<file path="src/rtl/cpu_ctrl_pkg.sv">
// Shared encodings for the cpu execution sequencer: FSM states and button lanes.
package cpu_ctrl_pkg;

    typedef enum logic [1:0] {
        ST_PAUSE = 2'd0,
        ST_RUN   = 2'd1,
        ST_STEP  = 2'd2,
        ST_HALT  = 2'd3
    } state_t;

    localparam int BTN_RUN   = 0;
    localparam int BTN_STEP  = 1;
    localparam int BTN_SPEED = 2;
    localparam int BTN_DISP  = 3;
    localparam int BTN_CLR   = 4;
    localparam int NUM_BTN   = 5;

    function automatic logic [1:0] disp_next(input logic [1:0] cur);
        return cur + 2'd1;
    endfunction

endpackage

</file>
<file path="src/rtl/btn_debounce.sv">
// Button conditioner: 2-flop synchroniser plus a run-length counter that only
// accepts a new level after DEB_CYCLES consecutive differing samples.
module btn_debounce #(
    parameter int DEB_CYCLES = 4
) (
    input  logic clk,
    input  logic rst,
    input  logic din,
    output logic level,
    output logic press
);

    localparam int CW = $clog2(DEB_CYCLES + 1);

    logic          sync1_q, sync2_q, level_q;
    logic [CW-1:0] cnt_q;
    logic          differ, flip;

    assign differ = (sync2_q != level_q);
    assign flip   = differ && (cnt_q == CW'(DEB_CYCLES - 1));

    always_ff @(posedge clk) begin
        if (rst) begin
            sync1_q <= 1'b0;
            sync2_q <= 1'b0;
            level_q <= 1'b0;
            cnt_q   <= '0;
        end else begin
            sync1_q <= din;
            sync2_q <= sync1_q;
            if (flip) begin
                level_q <= ~level_q;
                cnt_q   <= '0;
            end else if (differ) begin
                cnt_q   <= cnt_q + CW'(1);
            end else begin
                cnt_q   <= '0;
            end
        end
    end

    // Press fires in the cycle the rising flip is decided, so the FSM acts on
    // the same edge that the debounced level changes.
    assign level = level_q;
    assign press = flip & ~level_q;

endmodule

</file>
<file path="src/rtl/cpu_run_ctrl.sv">
// Execution sequencer: debounced buttons drive a run/pause/step/halt FSM that
// issues one-cycle cpu_en pulses, counts them, and selects the display page.
module cpu_run_ctrl
    import cpu_ctrl_pkg::*;
#(
    parameter int DEB_CYCLES = 4,
    parameter int DIV_SLOW   = 16,
    parameter int CNT_W      = 32
) (
    input  logic             clk,
    input  logic             rst,
    input  logic             butt_0,
    input  logic             butt_1,
    input  logic             butt_2,
    input  logic             butt_3,
    input  logic             butt_4,
    input  logic             halt_in,
    output logic             cpu_en,
    output logic [1:0]       state,
    output logic             speed_slow,
    output logic [1:0]       disp_sel,
    output logic [CNT_W-1:0] instr_cnt
);

    localparam int DIV_W = (DIV_SLOW > 1) ? $clog2(DIV_SLOW) : 1;

    logic [NUM_BTN-1:0] btn_raw, press, unused_level;

    assign btn_raw = {butt_4, butt_3, butt_2, butt_1, butt_0};

    for (genvar i = 0; i < NUM_BTN; i++) begin : g_deb
        btn_debounce #(.DEB_CYCLES(DEB_CYCLES)) u_deb (
            .clk   (clk),
            .rst   (rst),
            .din   (btn_raw[i]),
            .level (unused_level[i]),
            .press (press[i])
        );
    end

    state_t             state_q;
    logic               cpu_en_q, speed_slow_q;
    logic [DIV_W-1:0]   div_cnt_q, div_last;
    logic [1:0]         disp_sel_q, disp_sel_d;
    logic [CNT_W-1:0]   instr_cnt_q, instr_cnt_d;
    logic               div_hit, run_stay, en_d;

    assign div_last = speed_slow_q ? DIV_W'(DIV_SLOW - 1) : '0;
    assign div_hit  = (div_cnt_q == div_last);
    assign run_stay = (state_q == ST_RUN) && !halt_in && !press[BTN_RUN];
    assign en_d     = (run_stay && div_hit) || (state_q == ST_STEP);

    always_ff @(posedge clk) begin
        if (rst) begin
            state_q      <= ST_PAUSE;
            cpu_en_q     <= 1'b0;
            speed_slow_q <= 1'b0;
            div_cnt_q    <= '0;
        end else begin
            cpu_en_q <= en_d;
            unique case (state_q)
                ST_RUN: begin
                    if (halt_in)             state_q <= ST_HALT;
                    else if (press[BTN_RUN]) state_q <= ST_PAUSE;
                end
                ST_PAUSE: begin
                    if (press[BTN_RUN])       state_q <= ST_RUN;
                    else if (press[BTN_STEP]) state_q <= ST_STEP;
                end
                ST_STEP:  state_q <= halt_in ? ST_HALT : ST_PAUSE;
                ST_HALT: begin
                    if (press[BTN_CLR]) state_q <= ST_PAUSE;
                end
            endcase

            if (press[BTN_SPEED]) speed_slow_q <= ~speed_slow_q;

            // A speed change restarts the divider so the new period starts clean.
            if (press[BTN_SPEED] || (state_q == ST_PAUSE && press[BTN_RUN]))
                div_cnt_q <= '0;
            else if (run_stay)
                div_cnt_q <= div_hit ? '0 : div_cnt_q + DIV_W'(1);
        end
    end

    always_comb begin
        disp_sel_d = press[BTN_DISP] ? disp_next(disp_sel_q) : disp_sel_q;
        instr_cnt_d = instr_cnt_q;
        if (press[BTN_CLR])
            instr_cnt_d = '0;
        else if (en_d)
            instr_cnt_d = instr_cnt_q + CNT_W'(1);
    end

    always_ff @(posedge clk) begin
        if (rst) begin
            disp_sel_q  <= 2'd0;
            instr_cnt_q <= '0;
        end else begin
            disp_sel_q  <= disp_sel_d;
            instr_cnt_q <= instr_cnt_d;
        end
    end

    assign cpu_en     = cpu_en_q;
    assign state      = state_q;
    assign speed_slow = speed_slow_q;
    assign disp_sel   = disp_sel_q;
    assign instr_cnt  = instr_cnt_q;

endmodule

</file>
<file path="config.mk">
export PLATFORM = sky130hd
export DESIGN_NAME = cpu_run_ctrl
export DESIGN_NICKNAME = d
export VERILOG_FILES = /design/src/rtl/cpu_ctrl_pkg.sv /design/src/rtl/btn_debounce.sv /design/src/rtl/cpu_run_ctrl.sv
export SDC_FILE = /design/constraint.sdc
export NUM_CORES = 1
export LEC_CHECK = 0
export ABC_CLOCK_PERIOD_IN_PS = 4900
export BUFFER_PORTS_ARGS = -buffer_cell sky130_fd_sc_hd__buf_4
export CORE_UTILIZATION = 61
export CTS_CLUSTER_DIAMETER = 150
export DETAILED_ROUTE_END_ITERATION = 12
export PLACE_DENSITY = 0.82
export SYNTH_ARGS = -nofsm -noshare
export SYNTH_HDL_FRONTEND = slang
export SYNTH_SLANG_ARGS = --single-unit
</file>
<file path="constraint.sdc">
create_clock -name clk -period 4.9 [get_ports clk]
set_input_delay 0.245 -clock clk [delete_from_list [all_inputs] [get_ports clk]]
set_output_delay 0.245 -clock clk [all_outputs]
set_load 0.005 [all_outputs]
</file>
Word level (Yosys, flattened, before mapping). Index checks and enable logic that the tools add are counted.

Input port bits: 8. Flip-flop bits (word level): 72. Logic and storage cells: 98. Output and inout port bits: 38.

Multiplexer cells: 9. Bitwise operators: 16. Reduce and logical (&&, ||, !) cells: 22. Add/sub/neg operators: 8. Eq/ne operators: 17.

Operator list (count): 32-bit by 1-bit adder with 32-bit output (second input constant) (1); 3-bit by 1-bit adder with 3-bit output (second input constant) (5); 3-bit by 2-bit == test with 1-bit output (second input constant) (5); 3-bit OR reduction (5); 2-bit 2-to-1 mux (6); 1-bit inverter (11); 1-bit logical AND (9); 4-bit 2-to-1 mux (2); 2-bit case mux with 4 select lines (1); 1-bit bitwise AND (5); 1-bit inequality test (5); 4-bit by 1-bit adder with 4-bit output (second input constant) (1); 2-bit == test (second input constant) (2); 4-bit == test (1); 2-bit OR reduction (2); 3-bit by 1-bit inequality test with 1-bit output (second input constant) (1); 3-bit by 2-bit inequality test with 1-bit output (second input constant) (1); 3-bit AND reduction (1); 2-bit by 1-bit adder with 2-bit output (second input constant) (1); 2-bit by 1-bit == test with 1-bit output (second input constant) (1); 1-bit logical NOT (2); 2-bit logical NOT (1); 1-bit logical OR (2); 2-bit by 1-bit inequality test with 1-bit output (second input constant) (1).

Longest topological paths before layout. Gate-level depths: netlist (run 1).

Word-level depth: 7. Depth in mapped cells: 9. Mapped depth without buffers: 7.

Modules after synthesis. A second synthesis (run 1) with hierarchy kept.

Cell total of the unflattened synthesis: 347. Area, all modules: 3193.1 um^2.

Modules (own cells, without submodules): cpu_run_ctrl (area each 2110.8 um^2, times used 1, sequential area each 840.8 um^2, cells each 252); btn_debounce (area each 216.5 um^2, times used 5, sequential area each 120.1 um^2, cells each 19).

Worst setup path before layout (run 1). OpenSTA, ideal clock, no wires.

Kind: register -> register. From: register g_deb[0].u_deb.cnt_q[0]. To: register instr_cnt_q[12] (netlist: instr_cnt[12]). Path slack: 2.744 ns. Cell stages (with the launch flop): 9. Required time: 4.830 ns. Buffers on the path: 1. Period minus slack after synthesis: 2.156 ns. Library setup time: 0.070 ns. Arrival time: 2.085 ns. Path through: dfxtp_1 ha_1 ha_1 and3b_1 nor3b_4 a21oi_2 buf_6 or4_1 a21oi_1.

Word-level cells in the longest chain between the ends: 7.

Ends and longest elaborated chain: start, declared (line btn_debounce.sv:16) `logic [CW-1:0] cnt_q;`; start signal, assigned (line btn_debounce.sv:35) `cnt_q <= cnt_q + CW'(1);`; 3-bit by 2-bit == test with 1-bit output (line btn_debounce.sv:20) `assign flip = differ && (cnt_q == CW'(DEB_CYCLES - 1));`; 1-bit logical AND (line btn_debounce.sv:20); 1-bit bitwise AND (line btn_debounce.sv:45) `assign press = flip & ~level_q;`; 1-bit logical NOT (line cpu_run_ctrl.sv:50) `assign run_stay = (state_q == ST_RUN) && !halt_in && !press[BTN_RUN];`; 1-bit logical AND (line cpu_run_ctrl.sv:50); 1-bit logical AND (line cpu_run_ctrl.sv:51) `assign en_d = (run_stay && div_hit) || (state_q == ST_STEP);`; 1-bit logical OR (line cpu_run_ctrl.sv:51); end signal, assigned (line cpu_run_ctrl.sv:101) `instr_cnt_q <= instr_cnt_d;`; end, declared (line cpu_run_ctrl.sv:45) `logic [CNT_W-1:0] instr_cnt_q, instr_cnt_d;`.

No other way between the ends. A chain may end at the register's enable or synchronous reset.

Worst setup path in the final report (run 1).
From: register g_deb[0].u_deb.cnt_q[0]. To: register instr_cnt_q[15] (netlist: instr_cnt[15]).

The elaborated chain is that of the path after synthesis.

==> out/qor.yml, run 1 <==
status: "complete, no violations"
drtIter0Drc: 172
start_util_pct: 63.2
die_area_um2: 5560
end_kind: "flop"
rsz0062_at_grt: "false"
fin_crit_ns: 2.56
synth_top_area_share_pct: 44.9
final_area_um2: 3730
antenna_found_initial: 0
cts_tree: "yes"
finish.utilization_pct: 73.5
port_buffers: 45
path_clk_slew_ns: 0.07
drt_wl_total_um: 6540
grt_max_degree: 60
synth_area_um2: 3210
path_class: "reg -> reg"
hold_buffers: 0
rr_startpoint: "g_deb[0].u_deb.cnt_q[0]"
async_flop_share_pct: 0
synthCells: 364
ir_drop_mv: 0.217
start_kind: "flop"
cts_root_buf: "clkbuf_8"
post_cts_buffers: 0
tightest_slew_ns: 1.19
hold_viol: 0
finalSetupTns_ns: 0
yosysTopAreaCell: "dfxtp_1"
grt_first_pass_wirelength_um: 10600
fin_crit_sh_pct: 52.2
ys_warn_count: 0
vias: 2771
cts_resized: 0
clockBufferDepth: 2
cp_max_fo: 59
setup_viol: 0
fmax_ghz: 0.391
hold_start: "butt_0"
synth_nets: 388
numClockSinks: 72
synth_ff_type: "dfxtp_1"
grt_overflow_total: 0
post_dp_cell_area_um2: 3570
core_um2: 5070
avgSynthCellArea_um2: 8.82
htree_levels: 3
seqCellArea_um2: 1440
fin_nets: 427
drt-pass1-iter-count: 4
die_w_um: 74.5
power.density_nw_per_um2: 327
row_count: 26
fin_skew_ns: 0.00690
maxCapViolations: 0
yosysSeqAreaShare_pct: 44.9
min_path_type: "in -> reg"
gp_congestion: 0.825
area_growth_pct: 16.3
p_total_mw: 1.22
worstPathRequired_ns: 5.17
synth.distinct_cells: 40
clk-insertion-delay-late_ns: 0.35
grt_pass1_vias: 2440
max-slew-margin-rel_pct: 20.4
startpoint: "g_deb[0].u_deb.cnt_q[0]"
ant_nets: 0
post_drt_wl_per_cell_um: 13.7
synth_edf_count: 0
ys_ff_latch: 72
multi_input_area_um2: 1650
vias_per_cell: 5.81
diodes: 0
die_h_um: 74.5
ios: 46
dp_hpwl_um: 4480
leakagePower_nw: 1.37
layout-drive-gt1-share_pct: 15.7
crit_arrival_ns: 2.83
cts_buffers: 9
drv_slew: 0
yosys-top-cells-area: "dfxtp_1 (45%), ha_1 (6.2%), a21oi_1 (4.8%)"
track_usage_pct: 25.2
drcViolationCount: 0
fillers: 433
## report_power, final
part,internal [mW],switching [mW],total [mW]
Combinational,0.0709,0.134,0.205
Sequential,0.604,0.0169,0.621
Clock,0.179,0.216,0.395
Total,0.854,0.366,1.22
## synthesized netlist by cell type (6+ instances only)
library cell and n:
a21oi_1 31, and2_1 6, clkbuf_1 15, dfxtp_1 72, ha_1 16, inv_1 14, nand2_1 25, nand3_1 16
nand4_1 12, nor2_1 33, nor2b_1 12, o21ai_0 14, o31ai_1 13, or3_1 17, or4_1 16, xnor2_1 9
## layout make-up
class                      count  area share [%]
inverter                      14            1.41
clock buffer                   9            3.32
timing repair buffer          45            9.05
tap                           70            2.35
sequential                    72            38.6
multi-input combinational    261            44.2
clock inverter                 6            1.01
## cells by family after synthesis
| logic type | count (synthesis) | synth area share (%) |
|---|---|---|
| adder cells (fa/ha/maj) | 16 | 6.24 |
| AND/OR/NAND/NOR | 157 | 27.0 |
| buffers and inverters | 31 | 3.90 |
| multiplexers | 1 | 0.312 |
| AO/OA/AOI/OAI | 76 | 14.7 |
| XOR/XNOR | 11 | 3.00 |
| flip-flops | 72 | 44.9 |
## critical path: stages, from the launching register on
cell and delay, ns:
dfxtp_1 0.34, ha_1 0.15, ha_1 0.20, and3b_1 0.28, nor3b_4 0.10, a21oi_4 0.92, o21ai_0 0.29, a21oi_1 0.19
## registers in the layout, summed over array words and instances (netlist names)
name / flops
div_cnt_q: 4
state: 2
g_deb.u_deb.sync1_q: 5
speed_slow: 1
g_deb.u_deb.sync2_q: 5
cpu_en: 1
g_deb.u_deb.cnt_q: 15
disp_sel: 2
instr_cnt: 32
g_deb.u_deb.level: 5
## layer usage
metal | wire, µm | GRT usage [%]
met1 | 2880 | 29.8
met2 | 3140 | 42.1
met3 | 376 | 6.78
met4 | 134 | 12.2
met5 | 0 | 0
## final timing paths
| kind | end | slack, ns | cells past startpoint |
|---|---|---|---|
| max | instr_cnt[15] | 2.34 | 7 |
| min | g_deb[0].u_deb.sync1_q | 0.10 | 2 |
| max reg2reg | instr_cnt[15] | 2.34 | 7 |
| min reg2reg | g_deb[2].u_deb.cnt_q[0] | 0.42 | 1 |
## metrics by stage
step / std cells / hold WS (ns) / worst slack (ns)
2_1_floorplan: 364 / 0.373 / 2.74
3_3_place_gp: 462 / 0.406 / 2.50
3_5_place_dp: 462 / 0.412 / 2.37
4_1_cts: 477 / 0.0957 / 2.34
5_1_grt: 477 / 0.105 / 2.07
6_report: 477 / 0.105 / 2.34
## layout by cell type, fill, tap and decap left out, types with 2 or more instances in the layout
cell type  synthesis  layout
or3_1             17      17
a211oi_1           3       3
nor2b_1           12      12
o31a_1             2       2
or4_1             16      16
o21a_1             2       2
and4_1             3       3
o21ai_0           14      14
nor4_1             3       3
inv_1             14      14
xor2_1             2       2
nand3b_1           4       4
clkbuf_8           0       9
ha_1              16      16
a21oi_1           31      31
clkinv_4           0       2
buf_4              0      45
o211ai_1           4       4
a221oi_1           2       2
xnor2_1            9       9
nand2_1           25      25
nor2_1            33      33
clkinv_2           0       4
dfxtp_1           72      72
and2_1             6       6
nand4_1           12      12
o31ai_1           13      13
nand3_1           16      16
nand2b_1           4       4
(Power assumes the default switching activity.)
==> run 2, diff against run 1 <==
--- a/config.mk
+++ b/config.mk
@@ -5,12 +5,12 @@
 export SDC_FILE = /design/constraint.sdc
 export NUM_CORES = 1
 export LEC_CHECK = 0
-export ABC_CLOCK_PERIOD_IN_PS = 4900
+export ABC_CLOCK_PERIOD_IN_PS = 2100
 export BUFFER_PORTS_ARGS = -buffer_cell sky130_fd_sc_hd__buf_4
-export CORE_UTILIZATION = 61
+export CORE_UTILIZATION = 51
 export CTS_CLUSTER_DIAMETER = 150
 export DETAILED_ROUTE_END_ITERATION = 12
-export PLACE_DENSITY = 0.82
+export PLACE_DENSITY = 0.73
 export SYNTH_ARGS = -nofsm -noshare
 export SYNTH_HDL_FRONTEND = slang
 export SYNTH_SLANG_ARGS = --single-unit
==> constraint.sdc (replaced) <==
create_clock -name clk -period 2.1 [get_ports clk]
set_input_delay 0.105 -clock clk [delete_from_list [all_inputs] [get_ports clk]]
set_output_delay 0.105 -clock clk [all_outputs]
set_load 0.005 [all_outputs]
==> out/qor.yml, run 2 (same netlist as run 1, synthesis figures left out) <==
status: "finished with violations"
violations: "setup timing"
slowest_delay_ns: 0.54  # -0.38 ns
dp_cells: 487  # +5.4%
post_drt_wl_per_cell_um: 15.1  # +9.8%
hold_viol: 0  # unchanged
track_usage_pct: 23.4  # -1.8 points
diodes: 0  # unchanged
worst_slack_ns: -0.0228  # -2.37 ns
tightest_slew_ns: 0.430  # -0.762 ns
leakagePower_nw: 1.59  # +16%
layout-drive-gt1-share_pct: 27.4  # +12 points
slowest_stage: "or4_4"
grt_max_degree: 30  # -50%
crit_chain: "ha_4, ha_4, and3b_2, nor3b_4, buf_6, a21oi_2, or4_4, a21oi_2"
row_count: 28  # +7.7%
ant_nets: 0  # unchanged
grt_pass1_vias: 2547  # +4.4%
max-slew-margin-rel_pct: 71.2  # +51 points
antenna_found_initial: 0  # unchanged
vias: 2951  # +6.5%
path_clk_slew_ns: 0.08  # about the same
numClockSinks: 72  # unchanged
power.density_nw_per_um2: 825  # +150%
drt_wl_total_um: 7830  # +20%
die_area_um2: 6610  # +19%
whs_ns: 0.106  # +0.00121 ns
core_um2: 5990  # +18%
largest_register_ffs: 32  # unchanged
critical_path_depth: 8  # +1
cts_tree: "yes"
htree_levels: 3  # unchanged
path_class: "reg -> reg"
grt_first_pass_wirelength_um: 11700  # +11%
cp_max_fo: 7  # -88%
fillers: 457  # +5.5%
maxCapViolations: 0  # unchanged
cts_buffers: 9  # unchanged
port_buffers: 45  # unchanged
gp_congestion: 0.875  # +6.0%
area_growth_pct: 32.6
vias_per_cell: 5.68  # -2.3%
die_h_um: 81.3  # +9.1%
start_kind: "flop"
grt_overflow_total: 0  # unchanged
dp_hpwl_um: 4740  # +5.8%
fin_crit_sh_pct: 101  # +49 points
start_util_pct: 53.6  # -9.7 points
path_buf_inv: 1  # +1
drv_slew: 0  # unchanged
hold_path_depth: 2  # unchanged
setup_viol: 2  # +2
drt-pass1-iter-count: 4  # unchanged
die_w_um: 81.3  # +9.1%
critical-path-top-delay-family: "simple AND/OR/NAND/NOR gates"
final_cell_mix: "dfxtp_1 (70), buf_4 (66), nor2_1 (33)"
crit_arrival_ns: 2.41  # -0.42 ns
clockBufferDepth: 2  # unchanged
min_path_type: "in -> reg"
layoutNonFillerInstCount: 520  # +9.0%
clk-insertion-delay-late_ns: 0.35  # about the same
fin_crit_ns: 2.12  # -0.434 ns
cts_root_buf: "clkbuf_8"
drcViolationCount: 0  # unchanged
ir_drop_mv: 0.611  # +180%
reg2regPathDepth: 8  # +1
ios: 46  # unchanged
worstPathRequired_ns: 2.39  # -2.78 ns
fmax_ghz: 0.471  # +20%
end_kind: "flop"
fin_skew_ns: 0.00626  # -0.000634 ns
fin_nets: 465  # +8.9%
rsz0062_at_grt: "true"
drtIter0Drc: 254  # +48%
final_common_cell: "dfxtp_1"
-- run 2: worst paths after layout --
kind / startpoint / to / slack [ns]
setup / recovery: g_deb[0].u_deb.cnt_q[0] / instr_cnt[23] / -0.02
hold / removal: rst / g_deb[0].u_deb.level / 0.11
setup reg to reg: g_deb[0].u_deb.cnt_q[0] / instr_cnt[23] / -0.02
hold reg to reg: g_deb[4].u_deb.cnt_q[0] / g_deb[4].u_deb.cnt_q[0] / 0.42
-- run 2: per-layer routing --
metal	wire, µm	global-route usage, %
met4	135	11.8
met2	3730	36.0
met5	0	0
met3	446	5.06
met1	3520	30.6
-- run 2: repair_timing --
| item | 4_1_cts | 5_1_grt |
|---|---|---|
| setup buffers | 3 | 5 |
| hold endpoints to repair | 5 | 0 |
| endpoints found under the setup margin | 26 | 29 |
| hold buffers | 5 | 0 |
| pin swaps | 3 | 28 |
| resized for setup | 4 | 28 |
| gates cloned | 3 | 2 |
-- run 2: cell type report --
class | instances | area, µm² | share of cell area (%)
sequential | 72 | 1440 | 33.9
clock buffer | 10 | 138 | 3.23
multi-input combinational | 264 | 1800 | 42.4
inverter | 14 | 52.6 | 1.23
clock inverter | 5 | 81.3 | 1.91
timing repair buffer | 80 | 643 | 15.1
tap | 75 | 93.8 | 2.21
-- run 2: power by group --
group | switching (mW) | internal [mW]
clock | 0.537 | 0.695
combinational | 0.450 | 0.380
sequential | 0.0392 | 1.41
total | 1.03 | 2.48
-- run 2: stage by stage --
| step | utilization [%] | power (mW) | setup TNS (ns) | area (µm²) | setup WS (ns) |
|---|---|---|---|---|---|
| 2_1_floorplan | - | 1.85 | 0 | 3230 | 0.00698 |
| 3_3_place_gp | 62.5 | 2.04 | -0.0728 | 3740 | -0.0267 |
| 3_5_place_dp | 62.5 | 2.05 | -0.429 | 3740 | -0.0748 |
| 4_1_cts | 68.1 | 3.37 | -0.0772 | 4080 | -0.0202 |
| 5_1_grt | 71.0 | 3.65 | -0.712 | 4260 | -0.0784 |
| 6_report | 71.0 | 3.51 | -0.0430 | 4260 | -0.0228 |
